File: src/rtl/sram_access_arbiter.sv
// rtl/sram_access_arbiter.sv - shares the single-port audio SRAM between the SPI pointer path and the audio requester
// Audio normally wins; a wait counter lets a starved SPI access through. All SRAM-side outputs are registered.
module sram_access_arbiter #(
  parameter int ADDR_BITS    = 16,
  parameter int DATA_BITS    = 8,
  parameter int STARVE_LIMIT = 8
) (
  input  logic                 clk,
  input  logic                 reset,
  input  logic                 addr_load,
  input  logic [7:0]           sram_page,
  input  logic [7:0]           sram_start_addr,
  input  logic                 spi_wr_req,
  input  logic [DATA_BITS-1:0] spi_wr_data,
  input  logic                 spi_rd_req,
  output logic [DATA_BITS-1:0] sram_to_spi_data,
  output logic                 spi_rd_done,
  output logic                 spi_overrun,
  output logic [ADDR_BITS-1:0] sram_ptr,
  input  logic                 aud_req,
  input  logic                 aud_we,
  input  logic [ADDR_BITS-1:0] aud_addr,
  input  logic [DATA_BITS-1:0] aud_wdata,
  output logic                 aud_gnt,
  output logic                 aud_rvalid,
  output logic [DATA_BITS-1:0] aud_rdata,
  output logic                 sram_en,
  output logic                 sram_we,
  output logic [ADDR_BITS-1:0] sram_addr,
  output logic [DATA_BITS-1:0] sram_wdata,
  input  logic [DATA_BITS-1:0] sram_rdata
);

  localparam int CNT_BITS = $clog2(STARVE_LIMIT + 1);

  typedef enum logic [1:0] {SEL_NONE, SEL_AUD, SEL_WR, SEL_RD} sel_t;

  sel_t                 sel;
  logic                 wr_pend;
  logic                 rd_pend;
  logic [DATA_BITS-1:0] wr_data;
  logic [CNT_BITS-1:0]  wait_cnt;
  logic                 starved;
  logic                 aud_cand;
  logic                 spi_gnt;
  logic [ADDR_BITS-1:0] ptr_eff;
  logic                 spi_rd_issue;
  logic                 rd_cap;

  assign aud_rdata = sram_rdata;

  // A same-cycle addr_load takes effect before any SPI access that issues from it.
  always_comb begin
    ptr_eff  = addr_load ? ADDR_BITS'({sram_page, sram_start_addr}) : sram_ptr;
    starved  = (wait_cnt == CNT_BITS'(STARVE_LIMIT));
    aud_cand = aud_req && !aud_gnt;
    sel      = SEL_NONE;
    if (starved && wr_pend)      sel = SEL_WR;
    else if (starved && rd_pend) sel = SEL_RD;
    else if (aud_cand)           sel = SEL_AUD;
    else if (wr_pend)            sel = SEL_WR;
    else if (rd_pend)            sel = SEL_RD;
    spi_gnt = (sel == SEL_WR) || (sel == SEL_RD);
  end

  always_ff @(posedge clk) begin
    if (reset) begin
      sram_en          <= 1'b0;
      sram_we          <= 1'b0;
      sram_addr        <= '0;
      sram_wdata       <= '0;
      aud_gnt          <= 1'b0;
      aud_rvalid       <= 1'b0;
      spi_rd_issue     <= 1'b0;
      rd_cap           <= 1'b0;
      spi_rd_done      <= 1'b0;
      sram_to_spi_data <= '0;
      sram_ptr         <= '0;
      wr_pend          <= 1'b0;
      rd_pend          <= 1'b0;
      wr_data          <= '0;
      spi_overrun      <= 1'b0;
      wait_cnt         <= '0;
    end else begin
      sram_en      <= (sel != SEL_NONE);
      sram_we      <= ((sel == SEL_AUD) && aud_we) || (sel == SEL_WR);
      aud_gnt      <= (sel == SEL_AUD);
      spi_rd_issue <= (sel == SEL_RD);
      case (sel)
        SEL_AUD: begin
          sram_addr  <= aud_addr;
          sram_wdata <= aud_wdata;
        end
        SEL_WR: begin
          sram_addr  <= ptr_eff;
          sram_wdata <= wr_data;
        end
        SEL_RD:  sram_addr <= ptr_eff;
        default: ;
      endcase

      sram_ptr <= spi_gnt ? ptr_eff + ADDR_BITS'(1) : ptr_eff;

      // Read return: SRAM data is valid the cycle after issue, SPI sees it one cycle later.
      aud_rvalid  <= aud_gnt && !sram_we;
      rd_cap      <= spi_rd_issue;
      spi_rd_done <= rd_cap;
      if (rd_cap) sram_to_spi_data <= sram_rdata;

      if (spi_wr_req && !wr_pend) begin
        wr_pend <= 1'b1;
        wr_data <= spi_wr_data;
      end else if (sel == SEL_WR) begin
        wr_pend <= 1'b0;
      end
      if (spi_rd_req && !rd_pend) rd_pend <= 1'b1;
      else if (sel == SEL_RD)     rd_pend <= 1'b0;

      if (addr_load) spi_overrun <= 1'b0;
      if ((spi_wr_req && wr_pend) || (spi_rd_req && rd_pend)) spi_overrun <= 1'b1;

      if (spi_gnt)                          wait_cnt <= '0;
      else if ((wr_pend || rd_pend) && !starved) wait_cnt <= wait_cnt + CNT_BITS'(1);
    end
  end

endmodule

File: config.mk
export PLATFORM = sky130hd
export DESIGN_NAME = sram_access_arbiter
export DESIGN_NICKNAME = d
export VERILOG_FILES = /design/src/rtl/sram_access_arbiter.sv
export SDC_FILE = /design/constraint.sdc
export NUM_CORES = 1
export LEC_CHECK = 0
export ABC_CLOCK_PERIOD_IN_PS = 7000
export CAP_MARGIN = 20
export CORE_MARGIN = 1
export CORE_UTILIZATION = 40
export CTS_CLUSTER_SIZE = 20
export DETAILED_ROUTE_END_ITERATION = 7
export GPL_ROUTABILITY_DRIVEN = 0
export PLACE_DENSITY_LB_ADDON = 0.05
export SLEW_MARGIN = 20
export SYNTH_ARGS = -nofsm -noshare
export SYNTH_HDL_FRONTEND = slang
export SYNTH_SLANG_ARGS = --single-unit
File: constraint.sdc
create_clock -name clk -period 7 [get_ports clk]
set_input_delay 2.1 -clock clk [delete_from_list [all_inputs] [get_ports clk]]
set_output_delay 2.1 -clock clk [all_outputs]
set_load 0.01 [all_outputs]
==> out/results.ini <==
[routing]
wl_per_cell_um=13.8
drt-vias-per-instance=5.01
vias=2929
drtIter0Drc=102
wl_met2_mm=3.89
antenna_left=0
totalWireLength_mm=8.10
drt_pass1_iterations=4
drc_errors=0
dr_wl_met3_um=456
wl_met1_mm=3.61
highest_layer=met4

[timing]
fmax_mhz=191
slew_headroom_pct=50.0
period_needed_ns=5.24
setup_slack_ns=1.76
worstMarginPinSlew_ns=0.750
drv_slew=0
finalHoldViolations=0
fin_tns_setup_ns=0
finalCritPeriodShare_pct=74.8
worst_clock_skew_ns=0.0105
rsz0062_at_grt=no
setup_violations=0

[placed_design]
place_area_um2=4580
hpwl_mm=5.73
io_buffers=124
dpl_worst_slack_ns=1.76

[setup_path]
worstPathRequired_ns=4.90
crit_type=primary input to output pin
critPathTopFamily=buffers and inverters
worst_setup_path_end_kind=output pin
slowest_stage=clkdlybuf4s50_1
worstPathArrival_ns=3.14
cp_max_fo=2
cp_common_cell=clkdlybuf4s50_1
cpPeakStageDelay_ns=0.55
worst-path-buf-inv=2
cp_cell_sequence=clkdlybuf4s50_1 > clkdlybuf4s50_1
critPathLaunchType=primary input

[run]
cap_viol_max_count=0

[die]
pin_count=125
initial_core_util_pct=41.2
die_h_um=93.7
fp.dieArea_um2=8790
die_w_um=93.7
core.rowCount=33
core_area_um2=8180

[clocking]
clk_path_buf_depth=2
cts.sinks=70
ctsHoldBuffers=0
cts_buffers=9
htree_levels=3
cts-root-buf=clkbuf_8
post_cts_buffers=0
clkTransAtPathRegs_ns=0.07
post_cts_resized=0
clk_latency_ns=0.34
cts_tree=yes

[layout]
antenna_cells=0
final_area_um2=4780
drive_above_1_share_pct=8.33
fillers=756
area_growth_syn_to_layout_pct=42.1
nets=545

[synth]
syn_area_per_cell_um2=9.10
synth_top_area_share_pct=41.6
synth_seq_area_share_pct=41.6
yosys.area.top_type=dfxtp_1
ys_types=48
synthesis.area_um2=3370
synth_ff_type=dfxtp_1
yosys-top-cells-count=dfxtp_1 (70), nor2_1 (68), a21oi_1 (29), mux2i_1 (29), a211oi_1 (25)
yosys.cell_count.top_type=dfxtp_1
synth-edff-count=0
ys_seq_elements=70
ys.warnings.count=0
syn-num-nets=440
synth_area_leaders=dfxtp_1 (42%), mux2i_1 (8.6%), nor2_1 (7.6%), a211oi_1 (5.6%), a21oi_1 (4.3%)
netlist_instances=370
async_reset_ff_share_pct=0

[grt]
grt_overflow_total=0
grt_pass1_wl_mm=13.3
antenna_found_initial=0
grt_usage_pct=19.5
grt_max_degree=72
grt_pass1_vias=2750

[pwr]
leakagePower_uw=0.00179
peakVddDrop_v=0.000134
powerDensity_nw_per_um2=230

[min_path]
holdCritPathClass=flop to flop

[outcome]
status=finished, final reports clean

[power by group]
| group | leakage (µW) | internal (µW) | switching, µW |
|---|---|---|---|
| logic | 0.00111 | 158 | 141 |
| registers | 0.000577 | 440 | 28.3 |
| clock network | 0.0000996 | 184 | 147 |
| total | 0.00179 | 782 | 316 |
[routing by layer]
layer | up-vias | GRT usage (%)
li1 | 1487 | -
met3 | 14 | 4.13
met2 | 73 | 32.6
met4 | 0 | 8.21
met1 | 1355 | 24.1
met5 | - | 0
[registers in the layout, summed over array words and instances (netlist names), 4 cells and up]
register and count:
wr_data 8, sram_to_spi_data 8, sram_ptr 16, sram_addr 16, wait_cnt 4, sram_wdata 8
[layout by cell type, fill, tap and decap left out, types with 4 or more instances in the layout]
cell / synthesis / routed
mux2i_1: 29 / 29
inv_1: 7 / 7
dfxtp_1: 70 / 70
nand3_1: 6 / 6
ha_1: 7 / 7
o21ai_0: 4 / 4
clkdlybuf4s50_1: 0 / 123
nor2b_1: 6 / 6
a21oi_1: 29 / 29
nand2_1: 23 / 23
a211oi_1: 25 / 25
nor2_1: 68 / 68
xnor2_1: 12 / 12
nor3_1: 7 / 7
clkbuf_8: 0 / 11
[per-stage QoR]
| stage | instances | hold slack (ns) | total power (µW) | utilization (%) |
|---|---|---|---|---|
| after detailed placement | 569 | 0.409 | 779 | 56.1 |
| final | 585 | 0.417 | 1100 | 58.5 |
| after floorplan | 370 | 0.414 | 640 | - |
| after CTS | 585 | 0.422 | 1110 | 58.5 |
| after global placement | 568 | 0.404 | 773 | 55.9 |
| after global routing | 585 | 0.435 | 1170 | 58.5 |
[worst paths after layout]
path | startpoint | to | slack (ns) | depth (start not counted)
min | sram_we | aud_rvalid | 0.42 | 1
max reg2reg | wait_cnt[0] | sram_ptr[13] | 3.94 | 12
min reg2reg | sram_we | aud_rvalid | 0.42 | 1
max | sram_rdata[5] | aud_rdata[5] | 1.76 | 2
[final cells by class]
class                           instances  area (µm²)  area share [%]
Clock buffer                           13         159            3.32
Timing Repair Buffer                  128        1270            26.6
Inverter                                7        26.3           0.549
Tap cell                              105         131            2.75
Sequential cell                        70        1400            29.3
Clock inverter                          3        42.5           0.889
Multi-Input combinational cell        259        1750            36.6
[cells by family (layout without fill, tap and decap cells)]
family,Yosys count,count (layout),share of synthesized area [%]
and+or+nand+nor,130,130,19.4
AOI/OAI and AO/OA,74,74,15.5
adders and majority gates,7,7,2.60
buffers and inverters,41,151,6.39
xor gates and xnor gates,14,14,3.64
DFF,70,70,41.6
muxes,34,34,10.9
Power figures use the tool's default switching activity.
==> variant: new RTL, same settings <==
Change the parameter `DATA_BITS` from 8 to 6.
--- a/src/rtl/sram_access_arbiter.sv
+++ b/src/rtl/sram_access_arbiter.sv
@@ -3,5 +3,5 @@
 module sram_access_arbiter #(
   parameter int ADDR_BITS    = 16,
-  parameter int DATA_BITS    = 8,
+  parameter int DATA_BITS    = 6,
   parameter int STARVE_LIMIT = 8
 ) (
Interface: changed (6 resized); port bits go from 125 to 113. No check against the original RTL was run, so the function may have changed too.
==> variant against the unedited design <==
- synthesized area fell by 5.6%
- design area fell by 6.1%
- total power fell by 5.0%
- via count fell by 4.8%
- combinational power fell by 8.7%
- non-clock buffer count fell by 14
- wire length rose by 0.12%
- sequential cell count fell by 6
- worst setup slack improved by 21 ps
- utilization fell by 0.11 points
==> variant: results (changes against the unedited design) <==
global_route:
  grt_pass1_wl_microns: 13100  # was 13300 microns
  use_met3: 0.0553  # was 0.0413
  grt_max_degree: 68  # was 72
  use_met2: 0.276  # was 0.326
  track_usage: 0.200  # was 0.195
  grt_pass1_vias: 2624  # was 2750
  grt_use_met1: 0.293  # was 0.241
sta:
  finalClockSkew_ps: 8.96  # was 10.5 ps
  whs_ps: 419  # was 417 ps
drt:
  drt_iter0_markers: 122  # was 102
  wl_per_cell_microns: 14.7  # was 13.8 microns
  firstDrtPassIters: 5  # was 4
worst_setup_path:
  crit_start: "sram_rdata[1]"  # was sram_rdata[5]
  reg2regPathDepth: 11  # was 12
  r2r-end: "sram_ptr[15]"  # was sram_ptr[13]
  cp-endpoint: "aud_rdata[1]"  # was aud_rdata[5]
  crit_arrival_ps: 3120  # was 3140 ps
  r2r_slack_ps: 4140  # was 3940 ps
place:
  portBuffers: 112  # was 124
  dp.cells: 534  # was 569
synthesis:
  synth_xor_area_frac: 0.0165  # was 0.0364
  synth_compound_area_frac: 0.182  # was 0.155
  synthAdderAreaFrac: 0.0275  # was 0.0260
  synth_common_cells: "dfxtp_1, nor2_1, mux2i_1"  # was dfxtp_1, nor2_1, a21oi_1, mux2i_1, a211oi_1
  synth_area_leaders: "dfxtp_1, mux2i_1, nor2_1, a21oi_1, a211o_1"  # was dfxtp_1, mux2i_1, nor2_1, a211oi_1, a21oi_1
  syn-instance-count: 348  # was 370
  syn_nets: 412  # was 440
  yosysSeqAreaShare: 0.403  # was 0.416
cells_and_area:
  final_net_count: 507  # was 545
  finalNonFillerCells: 550  # was 585
  drive_above_1_share: 0.0826  # was 0.0833
status:
  outcome: "complete, no violations"  # unchanged
## variant: area by class of cell
cell class,instances,area [sq um]
Fill cell,712,3200
Timing Repair Buffer,114,1130
Clock inverter,4,51.3
Clock buffer,12,165
Sequential cell,64,1280
Tap cell,102,128
Multi-Input combinational cell,245,1700
Inverter,9,33.8
## variant: where the power goes
part	switching, mW	total [mW]	leakage (nW)	internal, mW
clock	0.148	0.342	0.109	0.194
sequential	0.0255	0.428	0.528	0.402
combinational	0.128	0.273	1.12	0.146
## variant: per-stage QoR
| step | power (mW) | worst slack, ps | cell area (sq um) |
|---|---|---|---|
| after floorplan | 0.585 | 2680 | 3180 |
| after global placement | 0.706 | 1790 | 4270 |
| after detailed placement | 0.709 | 1780 | 4270 |
| after CTS | 1.05 | 1780 | 4490 |
| after global routing | 1.10 | 1750 | 4490 |
| final | 1.04 | 1780 | 4490 |
## variant: routing by layer
layer / part of all wire / routed length [microns]
met3: 0.072 / 584
met5: 0 / 0
met1: 0.51 / 4170
met4: 0.013 / 104
met2: 0.40 / 3250
